===== src/rtl/hazard_ctl.sv =====
// ---------------------------------------------------------------------------
// hazard_ctl
//
// Pipeline sequencing controller for the 5-stage CPU. Drives the 2-bit
// control code of the PC register and of the IF/ID, ID/EX and EX/MEM
// pipeline registers. The code is shared by all stage registers:
// 0 = load, 1 = hold, 2 = flush (clear to bubble). Code 3 is never driven.
//
// Hazards are resolved by priority:
//   1. memory wait       - freeze everything
//   2. taken redirect    - squash IF/ID and ID/EX
//   3. load-use          - insert one bubble
//   4. mult/div in EX    - hold the front end for MD_LAT-1 cycles
//
// Parameters:
//   MD_LAT  total EX-stage cycles of a mult/div op (1..15, 1 = no stall)
//   CNT_W   width of the mult/div busy counter
//   PERF_W  width of the performance counters
//
// Ports:
//   clk         system clock, rising edge
//   Reset       synchronous active-high reset
//   mem_wait    memory not ready, freeze pipeline
//   br_taken    branch/jump in EX resolved taken
//   ex_memread  instruction in EX is a load
//   ex_rd       destination register of the EX instruction
//   id_rs/id_rt source register fields of the ID instruction
//   id_use_rs/id_use_rt  ID instruction actually reads rs/rt
//   id_md       ID instruction is mult/div
//   pc_ctl, ifid_ctl, idexe_ctl, exmem_ctl  stage register controls
//   md_busy     controller is in the MD_BUSY state
//   stall_cnt   stall cycle count (HAZ_PERF_CNT_EN only, else 0)
//   flush_cnt   redirect flush count (HAZ_PERF_CNT_EN only, else 0)
//
// Optional feature macro: HAZ_PERF_CNT_EN enables the performance counters.
// ---------------------------------------------------------------------------
module hazard_ctl #(
    parameter int MD_LAT = 4,
    parameter int CNT_W  = 4,
    parameter int PERF_W = 32
) (
    input  logic              clk,
    input  logic              Reset,
    input  logic              mem_wait,
    input  logic              br_taken,
    input  logic              ex_memread,
    input  logic [4:0]        ex_rd,
    input  logic [4:0]        id_rs,
    input  logic [4:0]        id_rt,
    input  logic              id_use_rs,
    input  logic              id_use_rt,
    input  logic              id_md,
    output logic [1:0]        pc_ctl,
    output logic [1:0]        ifid_ctl,
    output logic [1:0]        idexe_ctl,
    output logic [1:0]        exmem_ctl,
    output logic              md_busy,
    output logic [PERF_W-1:0] stall_cnt,
    output logic [PERF_W-1:0] flush_cnt
);

    localparam logic [1:0] CTL_LOAD  = 2'd0;
    localparam logic [1:0] CTL_HOLD  = 2'd1;
    localparam logic [1:0] CTL_FLUSH = 2'd2;

    // The counter is loaded with MD_LAT-2 so that counting down to zero and
    // then leaving takes exactly MD_LAT-1 busy cycles.
    localparam logic [CNT_W-1:0] MD_INIT = (MD_LAT > 1) ? CNT_W'(MD_LAT - 2) : '0;

    typedef enum logic {
        RUN,
        MD_BUSY
    } state_t;

    state_t           state;
    logic [CNT_W-1:0] md_cnt;
    logic             load_use;
    logic             redirect;
    logic             md_start;

    // Load-use hazard: the EX load writes a register the ID instruction
    // really reads. Register $0 is hard-wired, so it never creates a hazard.
    assign load_use = ex_memread && (ex_rd != 5'd0) &&
                      ((id_use_rs && (id_rs == ex_rd)) ||
                       (id_use_rt && (id_rt == ex_rd)));

    // A redirect or a load-use bubble squashes the ID instruction, so a
    // mult/div sitting in ID must not start in those cycles.
    assign redirect = (state == RUN) && !mem_wait && br_taken;
    assign md_start = (state == RUN) && !mem_wait && !br_taken && !load_use &&
                      id_md && (MD_LAT > 1);

    // Stage controls are purely combinational from state and inputs so the
    // pipeline reacts in the same cycle a hazard appears. Reset outranks
    // everything and fills the pipe with bubbles while holding the PC.
    always_comb begin
        pc_ctl    = CTL_LOAD;
        ifid_ctl  = CTL_LOAD;
        idexe_ctl = CTL_LOAD;
        exmem_ctl = CTL_LOAD;
        md_busy   = (state == MD_BUSY);
        if (Reset) begin
            pc_ctl    = CTL_HOLD;
            ifid_ctl  = CTL_FLUSH;
            idexe_ctl = CTL_FLUSH;
            exmem_ctl = CTL_FLUSH;
            md_busy   = 1'b0;
        end else if (mem_wait) begin
            pc_ctl    = CTL_HOLD;
            ifid_ctl  = CTL_HOLD;
            idexe_ctl = CTL_HOLD;
            exmem_ctl = CTL_HOLD;
        end else if (state == MD_BUSY) begin
            pc_ctl    = CTL_HOLD;
            ifid_ctl  = CTL_HOLD;
            idexe_ctl = CTL_HOLD;
            exmem_ctl = CTL_FLUSH;
        end else if (br_taken) begin
            ifid_ctl  = CTL_FLUSH;
            idexe_ctl = CTL_FLUSH;
        end else if (load_use) begin
            pc_ctl    = CTL_HOLD;
            ifid_ctl  = CTL_HOLD;
            idexe_ctl = CTL_FLUSH;
        end
    end

    // FSM and busy counter. mem_wait freezes both so the mult/div stall is
    // simply stretched by the memory wait cycles.
    always_ff @(posedge clk) begin
        if (Reset) begin
            state  <= RUN;
            md_cnt <= '0;
        end else if (!mem_wait) begin
            case (state)
                RUN: begin
                    if (md_start) begin
                        state  <= MD_BUSY;
                        md_cnt <= MD_INIT;
                    end
                end
                MD_BUSY: begin
                    if (md_cnt == '0) begin
                        state <= RUN;
                    end else begin
                        md_cnt <= md_cnt - 1'b1;
                    end
                end
                default: begin
                    state <= RUN;
                end
            endcase
        end
    end

`ifdef HAZ_PERF_CNT_EN
    logic [PERF_W-1:0] stall_q;
    logic [PERF_W-1:0] flush_q;

    // Performance counters: every non-reset cycle with a held PC is a stall,
    // every taken redirect in RUN is a flush. Both wrap naturally.
    always_ff @(posedge clk) begin
        if (Reset) begin
            stall_q <= '0;
            flush_q <= '0;
        end else begin
            if (pc_ctl == CTL_HOLD) begin
                stall_q <= stall_q + PERF_W'(1);
            end
            if (redirect) begin
                flush_q <= flush_q + PERF_W'(1);
            end
        end
    end

    assign stall_cnt = stall_q;
    assign flush_cnt = flush_q;
`else
    assign stall_cnt = '0;
    assign flush_cnt = '0;
`endif

endmodule

===== config.mk =====
export PLATFORM = sky130hd
export DESIGN_NAME = hazard_ctl
export DESIGN_NICKNAME = d
export VERILOG_FILES = /design/src/rtl/hazard_ctl.sv
export SDC_FILE = /design/constraint.sdc
export NUM_CORES = 1
export LEC_CHECK = 0
export CAP_MARGIN = 5
export CORE_UTILIZATION = 35
export CTS_CLUSTER_DIAMETER = 200
export DETAILED_ROUTE_END_ITERATION = 16
export DONT_BUFFER_PORTS = 1
export PLACE_DENSITY = 0.49
export SLEW_MARGIN = 20
export SYNTH_ARGS = -nofsm -noshare
export SYNTH_HDL_FRONTEND = slang
export SYNTH_SLANG_ARGS = --single-unit
export TNS_END_PERCENT = 10

===== constraint.sdc =====
create_clock -name clk -period 3.32 [get_ports clk]
set_input_delay 0.498 -clock clk [delete_from_list [all_inputs] [get_ports clk]]
set_output_delay 0.498 -clock clk [all_outputs]
set_load 0.02 [all_outputs]

==> metrics.md, run 1 <==
| Metric | Value |
|---|---|
| Critical Path Start Type | primary input |
| Startpoint of the worst setup timing path | ex_rd[4] |
| Postcts setup bufs | 0 |
| Antenna-violating nets left | 0 |
| Synth Warn # | 0 |
| Internal power | 128 uW |
| Dominant cell by count in the synthesized netlist | buf_4 |
| Cell taking the most area after synthesis | buf_4 |
| CP Capture Point | idexe_ctl[1] |
| Outcome | finished clean |
| Power, Total | 244 uW |
| Final Worst Setup Slack | about 1000 ps |
| CP Capture Type | output port |
| Synth Area per Inst | 7.77 sq um |
| Die extent in x | between 50 and 60 um |
| PostCTS Resize Cnt | 0 |
| Minimum clock period after layout | ~2300 ps |
| GR Util All Layers | 0.0922 |
| H-Tree Depth | 1 |
| Maximum fanout count along the critical path | 3 |
| Clock-pin transition on the worst setup and hold timing paths | approximately 40 ps |
| DP HPWL | 1.27 mm |
| IO Count | 96 |
| Sum of negative setup slack | 0 ps |
| Number of global-route vias before repair | around 500 |
| Share of the synthesized area in the top cell type | 0.487 |
| Root Buffer | clkbuf_4 |
| Dpl cells | 157 |
| Number of I/O port buffers | 0 |
| Async SR Flop Fraction | 0 |
| Number of antenna repair diodes | 0 |
| Clock share of power | 0.283 |
| Path depth of the worst reg2reg path | 7 |
| Top cells by area, synth | buf_4 49%, dfxtp_1 10%, xnor2_1 9.6% |
| Aggregate global routing overflow | 0 |
| Post-synthesis register bit count | 5 |
| Area overhead of the layout relative to synthesis | -19.1% |
| Filler-free cell count of the finished design | 161 |
| Switching share of power | 0.475 |
| Slew Limit Headroom | 0.523 |
| Number of nets in the finished design | around 160 |
| Clock network latency to the later pin of the worst-skew pair | 240 ps |
| Initial antenna violation count | 0 |
| Type of the worst setup path | in -> out |
| P per Cell Area | 301 mW/mm^2 |
| Avg WL per Cell | slightly below 9 um |
| Final count of hold timing violations | 0 |
| Required time at the worst-slack endpoint | 2820 ps |
| Cts hold-fix bufs | 0 |
| R2R setup slack | 1860 ps |
| DR iter-0 viols | 19 |
| Layout cell share with drive strength beyond 1 | 0.0846 |
| Die area | between 0.003 and 0.004 sq mm |
| Final-report setup violation count | 0 |
| Worst vdd rail ir drop | 0.158 mV |
| Number of buffers created by CTS | 3 |
| Sink count of the clock tree | 5 |
| Destination of the worst register-to-register timing path | md_cnt[2]$_SDFFE_PP0P_ |
| Class of the most critical hold timing path | in -> reg |
| Net switching component of the power | 116 uW |
| Floorplan core area | ~0.0027 sq mm |
| Slew Viols, Final | 0 |
| Overall via count from detail_route | between 600 and 700 |
| Slew of the pin with the lowest slew margin | 709 ps |
| Arr. time, crit path | 1780 ps |
| Portion of total power attributed to sequential cells | 0.267 |
| Sequential area share after synthesis | 0.0999 |
| Cells after synthesis | 129 |
| Die boundary height | 55.5 um |
| Leakage Power | 0.395 nW |
| Setup slack after placement | 1030 ps |
| Hold Startpoint | Reset |
| Number of core rows | 19 |
| Largest net degree at the start of global routing | 11 |
| Max frequency | 439 MHz |
| Starting Density | 0.367 |
| Gate power share | 0.450 |
| Detailed-route vias per instance | 3.99 |
| Hold slack final | between 300 and 400 ps |
| CTS tree | done |
| Number of buffers on the longest clock path | 2 |
| Mapped cell area | between 0.001 and 0.0015 sq mm |
| Dominant register cell in the synthesized netlist | dfxtp_1 |
| Total Routed Length | around 1.4 mm |
| Reg-to-Reg Start | md_cnt[0]$_SDFFE_PP0P_ |
| Worst clock skew on the final layout | 0.730 ps |
| Final weighted congestion in routability-driven placement | 0.674 |
| List of most frequent post-synthesis cells | 65 x buf_4, 11 x xnor2_1, 5 x dfxtp_1, 5 x inv_1, 4 x a21oi_1 |
| Max-cap violations | 0 |
| Count of flip-flops with a built-in enable after synthesis | 0 |
| Unrepaired setup endpoints after global routing | false |
| Period utilisation layout | 0.687 |
| 1st-pass router iterations | 4 |
| Global-route wire length before repair | 2.21 mm |
| Count of unresolved DRC violations after routing | 0 |
| Count of unique library cells instantiated by Yosys | 32 |
==> placed cells by master (no fill, tap or decap) <==
master	count
conb_1	65
xnor2_1	11
inv_1	5
dfxtp_1	5
a21oi_1	4
nand2_1	3
nor2b_1	3
nand2b_1	3
clkbuf_4	3
nand4_1	2
o22ai_1	2
nor3_1	2
nand3b_1	2
a31oi_1	2
nand3_1	2
nor2_1	1
or4_4	1
o21ai_2	1
nand2b_2	1
or2_2	1
o31ai_1	1
o21ai_1	1
nor4b_4	1
o21a_1	1
a21oi_2	1
o32ai_2	1
o221ai_1	1
a31o_2	1
nor3b_1	1
ha_1	1
clkbuf_1	1
==> cells by family after synthesis <==
| group | Yosys count | synth area share |
|---|---|---|
| adders and majority gates | 1 | 0.0125 |
| buffers and inverters | 72 | 0.514 |
| other | 1 | 0.00374 |
| xor gates and xnor gates | 11 | 0.0961 |
| AOI/OAI and AO/OA | 16 | 0.116 |
| and+or+nand+nor | 23 | 0.157 |
| DFF | 5 | 0.0999 |
==> power by group through the flow <==
stage / Sequential, mW / Clock, mW / Combinational, mW
floorplan: 0.0638 / 0 / 0.166
global placement: 0.0661 / 0 / 0.108
detailed placement: 0.0661 / 0 / 0.109
CTS: 0.0650 / 0.0716 / 0.109
global route: 0.0654 / 0.0783 / 0.118
finish: 0.0651 / 0.0691 / 0.110
==> critical path, cell delays in order <==
cell and delay (ps):
xnor2_1 130, nand4_1 150, o22ai_1 290, nand2b_2 110
o31ai_1 600
==> sequential cells by signal, indices dropped and copies added, names as in the netlist <==
register	cells
md_cnt	4
state	1
==> cell type report <==
type	count	area (sq um)
fill	289	1920
clock buffer	4	26.3
multi-input combinational	116	627
tap	31	38.8
sequential	5	100
inverter	5	18.8
==> through the flow <==
step / utilization / cell area [sq um]
after floorplan: - / 1240
final: 0.297 / 811
after global placement: 0.287 / 785
after CTS: 0.297 / 811
after detailed placement: 0.287 / 785
after global routing: 0.297 / 811
==> worst min-delay path by stage <==
stage,depth (start not counted),endpoint
2_1_floorplan,2,md_cnt[1]$_SDFFE_PP0P_
3_3_place_gp,2,md_cnt[0]$_SDFFE_PP0P_
3_5_place_dp,2,md_cnt[0]$_SDFFE_PP0P_
4_1_cts,1,state$_SDFFE_PP0N_
5_1_grt,1,md_cnt[0]$_SDFFE_PP0P_
6_report,1,state$_SDFFE_PP0N_
==> per-layer routing <==
metal | GRT usage | wire length, um
met5 | 0 | 0
met4 | 0.0857 | 38
met3 | 0.0211 | 175
met1 | 0.108 | 536
met2 | 0.138 | 692
Note: power is estimated with default switching activity, not from simulation.
==> run 2, diff against run 1 <==
PLACE_DENSITY = 0.51   (was 0.49)
clock period = 1.83 ns   (was 3.32 ns; I/O delays follow)
==> metrics.md, run 2 (synthesized netlist as in run 1, its figures left out) <==
| Metric | Value |
|---|---|
| Outcome | finished clean |
| Clock network latency to the later pin of the worst-skew pair | 240 ps |
| Number of global-route vias before repair | 542 |
| Global-route wire length before repair | about 2.2 mm |
| DP HPWL | roughly 1.3 mm |
| Number of buffers on the longest clock path | 2 |
| Avg WL per Cell | 9.01 um |
| P per Cell Area | 543 mW/mm^2 |
| Area overhead of the layout relative to synthesis | -16.1% |
| CP Capture Type | output port |
| Root Buffer | clkbuf_4 |
| Startpoint of the worst setup timing path | ex_rd[1] |
| Leakage Power | 0.415 nW |
| Required time at the worst-slack endpoint | 1560 ps |
| Number of nets in the finished design | 159 |
| Die area | approximately 0.003 sq mm |
| Sink count of the clock tree | 5 |
| Sum of negative setup slack | 0 ps |
| Max-cap violations | 0 |
| Power, Total | 457 uW |
| Slew Viols, Final | 0 |
| Final Worst Setup Slack | 219 ps |
| IO Count | 96 |
| Placed Instance Area | 815 sq um |
| Number of antenna repair diodes | 0 |
| Detailed-route vias per instance | 4.01 |
| Filler-free cell count of the finished design | between 150 and 200 |
| Fin area | 841 sq um |
| Post-layout util | 0.308 |
| Count of unresolved DRC violations after routing | 0 |
| Starting Density | 0.367 |
| Postcts setup bufs | 0 |
| Overall via count from detail_route | between 600 and 700 |
| Floorplan core area | around 0.0027 sq mm |
| CTS tree | done |
| Critical Path Start Type | primary input |
| Max frequency | 621 MHz |
| PostCTS Resize Cnt | 0 |
| Fillcell total | a little under 300 |
| Most frequent standard cell in the layout excluding fill and tap cells | conb_1 |
| Reg-to-Reg Start | md_cnt[0]$_SDFFE_PP0P_ |
| Largest stage delay on the critical path | roughly 520 ps |
| Type of the worst setup path | in -> out |
| Final count of hold timing violations | 0 |
| Initial antenna violation count | 0 |
| Class of the most critical hold timing path | in -> reg |
| Cts hold-fix bufs | 0 |
| Maximum fanout count along the critical path | 3 |
| Unrepaired setup endpoints after global routing | false |
| CP max stage cell | or4_4 |
| Largest net degree at the start of global routing | 11 |
| Setup slack after placement | approximately 200 ps |
| Hold slack final | 95.8 ps |
| Number of buffers created by CTS | 3 |
| DR iter-0 viols | 16 |
| H-Tree Depth | 1 |
| Aggregate global routing overflow | 0 |
| Final weighted congestion in routability-driven placement | around 0.71 |
| Commonest non-fill, non-tap cells in the layout | 65 x conb_1, 11 x xnor2_1, 5 x inv_1, 5 x dfxtp_1 |
| Clock-pin transition on the worst setup and hold timing paths | around 50 ps |
| Period utilisation layout | 0.880 |
| Worst vdd rail ir drop | 0.274 mV |
| Worst clock skew on the final layout | 1.11 ps |
| 1st-pass router iterations | 6 |
| Die extent in x | 55.5 um |
| Max reg flops | 4 |
| Number of core rows | 19 |
| Minimum clock period after layout | approximately 1600 ps |
| GR Util All Layers | 0.0942 |
| Number of I/O port buffers | 0 |
| Final-report setup violation count | 0 |
| Dpl cells | 161 |
| Layout cell share with drive strength beyond 1 | 0.112 |
| Worst-path cell chain | or4_4, o21ai_2, nand2b_2, a21oi_1, buf_4 |
| Reg with most FFs | md_cnt |
| Arr. time, crit path | 1340 ps |
| Die boundary height | 55.5 um |
| Antenna-violating nets left | 0 |
| Largest registers | md_cnt: 4 flops, state: 1 flops |
| Hold Startpoint | Reset |
| Total Routed Length | 1.49 mm |
## run 2: worst paths after layout
path | to | slack (ps) | cells after the start
worst min register to register | md_cnt[1]$_SDFFE_PP0P_ | 480 | 2
worst min-delay path | md_cnt[0]$_SDFFE_PP0P_ | 100 | 1
worst max register to register | md_cnt[2]$_SDFFE_PP0P_ | 370 | 7
worst max-delay path | ifid_ctl[0] | 220 | 5
## run 2: worst max-delay path, delay by kind of cell
kind	cells	cell delay, ps
and+or+nand+nor	2	680
AOI/OAI and AO/OA	2	220
buffers and inverters	1	160
## run 2: report_power, final
group          leakage (nW)  switching (mW)  internal [mW]
clock                0.0150          0.0487         0.0827
sequential           0.0406         0.00170          0.113
combinational         0.359           0.167         0.0443
total                 0.415           0.217          0.240
## run 2: area by class of cell
class | count | area [sq um] | share of cell area
multi-input cells | 116 | 627 | 0.746
flip-flops and latches | 5 | 100 | 0.119
well taps | 31 | 38.8 | 0.0461
repair buffers | 4 | 30.0 | 0.0357
clock buffers | 4 | 26.3 | 0.0313
inverters | 5 | 18.8 | 0.0223
## run 2: layer usage
layer  GRT usage  routed length [um]
met4      0.0429                  24
met5           0                   0
met3      0.0281                 120
met2       0.160                 754
met1       0.108                 587
==> run 3, diff against run 2 <==
REMOVE_ABC_BUFFERS = 1   (was not set)
==> metrics.md, run 3 (synthesized netlist as in run 1, its figures left out) <==
| Metric | Value |
|---|---|
| Reg with most FFs | md_cnt |
| Final weighted congestion in routability-driven placement | 0.636 |
| Sum of negative setup slack | 0 ps |
| Aggregate global routing overflow | 0 |
| Power, Total | approximately 460 uW |
| Largest net degree at the start of global routing | 11 |
| IO Count | 96 |
| Max frequency | 613 MHz |
| DR iter-0 viols | 3 |
| Area of the multi-input gates | 627 sq um |
| Unrepaired setup endpoints after global routing | false |
| Fin area | approximately 850 sq um |
| CP max stage cell | o22ai_1 |
| Largest registers | md_cnt: 4 flops, state: 1 flops |
| Path depth of the worst reg2reg path | 7 |
| Number of buffers on the longest clock path | 2 |
| Sink count of the clock tree | 5 |
| Max reg flops | 4 |
| Critical Path Start Type | primary input |
| Slew Viols, Final | 0 |
| CTS tree | done |
| 1st-pass router iterations | 3 |
| P per Cell Area | 540 mW/mm^2 |
| Worst clock skew on the final layout | 0.809 ps |
| Maximum fanout count along the critical path | 3 |
| Placed Instance Area | roughly 800 sq um |
| Detailed-route vias per instance | 3.92 |
| Number of global-route vias before repair | 499 |
| Required time at the worst-slack endpoint | between 1500 and 2000 ps |
| Startpoint of the worst setup timing path | ex_rd[2] |
| Type of the worst setup path | in -> out |
| Period utilisation layout | 0.891 |
| DP HPWL | around 1.2 mm |
| H-Tree Depth | 1 |
| Final count of hold timing violations | 0 |
| CP Capture Type | output port |
| Destination of the worst register-to-register timing path | md_cnt[0]$_SDFFE_PP0P_ |
| PostCTS Resize Cnt | 0 |
| Flip-flop and latch area | 100 sq um |
| Area overhead of the layout relative to synthesis | -15.4% |
| Number of core rows | 19 |
| Cts hold-fix bufs | 0 |
| Largest delay contributor family on the critical path | compound AO/OA/AOI/OAI gates |
| Avg WL per Cell | around 8.0 um |
| Die boundary height | 55.5 um |
| CP Capture Point | idexe_ctl[1] |
| Final-report setup violation count | 0 |
| Overall via count from detail_route | 651 |
| Max-cap violations | 0 |
| Most frequent standard cell in the layout excluding fill and tap cells | conb_1 |
| Clock network latency to the later pin of the worst-skew pair | 240 ps |
| Postcts setup bufs | 0 |
| Clock-pin transition on the worst setup and hold timing paths | 50 ps |
| Count of unresolved DRC violations after routing | 0 |
| Starting Density | 0.367 |
| GR Util All Layers | 0.0795 |
| Crit. path cell count | 6 |
| Class of the most critical hold timing path | in -> reg |
| R2R setup slack | 390 ps |
| Fillcell total | 295 |
| Layout cell share with drive strength beyond 1 | 0.119 |
| Minimum clock period after layout | 1630 ps |
| Floorplan core area | 0.00273 sq mm |
| Worst-path cell chain | xnor2_1, nand4_1, o22ai_1, nand2b_2, o31ai_1, buf_4 |
| Root Buffer | clkbuf_4 |
| Antenna-violating nets left | 0 |
| Largest stage delay on the critical path | 290 ps |
| Leakage Power | 0.420 nW |
| Outcome | finished clean |
| Global-route wire length before repair | 1.97 mm |
| Die extent in x | 55.5 um |
| Commonest non-fill, non-tap cells in the layout | 65 x conb_1, 11 x xnor2_1, 5 x inv_1, 5 x dfxtp_1, 5 x buf_4 |
| Initial antenna violation count | 0 |
| Total Routed Length | ~1.3 mm |
| Crit path buffers/inverters | 1 |
| Die area | 0.00308 sq mm |
| Number of I/O port buffers | 0 |
| Number of buffers created by CTS | 3 |
| Number of nets in the finished design | 160 |
| Instance count along the most critical hold path | 1 |
| Reg-to-Reg Start | md_cnt[0]$_SDFFE_PP0P_ |
| Number of antenna repair diodes | 0 |
| Arr. time, crit path | 1360 ps |
| Worst vdd rail ir drop | 0.188 mV |
-- run 3: metal layers --
layer  track usage  wire length [um]  vias to the layer above
met2         0.141               667                       62
met1        0.0851               495                      282
met4        0.0643                30                        0
li1              -                 -                      303
met3       0.00703               130                        4
met5             0                 0                        -
-- run 3: worst register-to-register path: cells and delay by family, from the launching register on --
| family | cells | cell delay [ps] |
|---|---|---|
| AO/OA/AOI/OAI | 3 | 600 |
| flip-flops | 1 | 320 |
| AND/OR/NAND/NOR | 2 | 200 |
| adder cells (fa/ha/maj) | 1 | 170 |
| buffers and inverters | 1 | 80 |
-- run 3: final cells by class --
class,count,area share
sequential,5,0.118
timing repair buffer,5,0.0442
tap,31,0.0457
multi-input combinational,116,0.739
inverter,5,0.0221
clock buffer,4,0.0310
-- run 3: through the flow --
step | setup WS [ps] | hold slack (ps) | cells | util
global route | 114 | 97.3 | 166 | 0.310
global placement | 219 | 347 | 162 | 0.301
CTS | 190 | 92.4 | 166 | 0.310
finish | 199 | 98.0 | 166 | 0.310
floorplan | 160 | 344 | 126 | -
detailed placement | 199 | 348 | 162 | 0.301
-- run 3: worst min-delay path by stage --
stage,to,startpoint,slack (ps)
floorplan,md_cnt[0]$_SDFFE_PP0P_,Reset,340
global placement,state$_SDFFE_PP0N_,Reset,350
detailed placement,state$_SDFFE_PP0N_,Reset,350
CTS,state$_SDFFE_PP0N_,Reset,90
global route,state$_SDFFE_PP0N_,Reset,100
finish,state$_SDFFE_PP0N_,Reset,100
-- run 3: power by group --
part	leakage (nW)	switching (mW)	internal, mW
clock	0.0150	0.0487	0.0827
sequential	0.0406	0.00178	0.113
combinational	0.364	0.166	0.0458
total	0.420	0.217	0.241
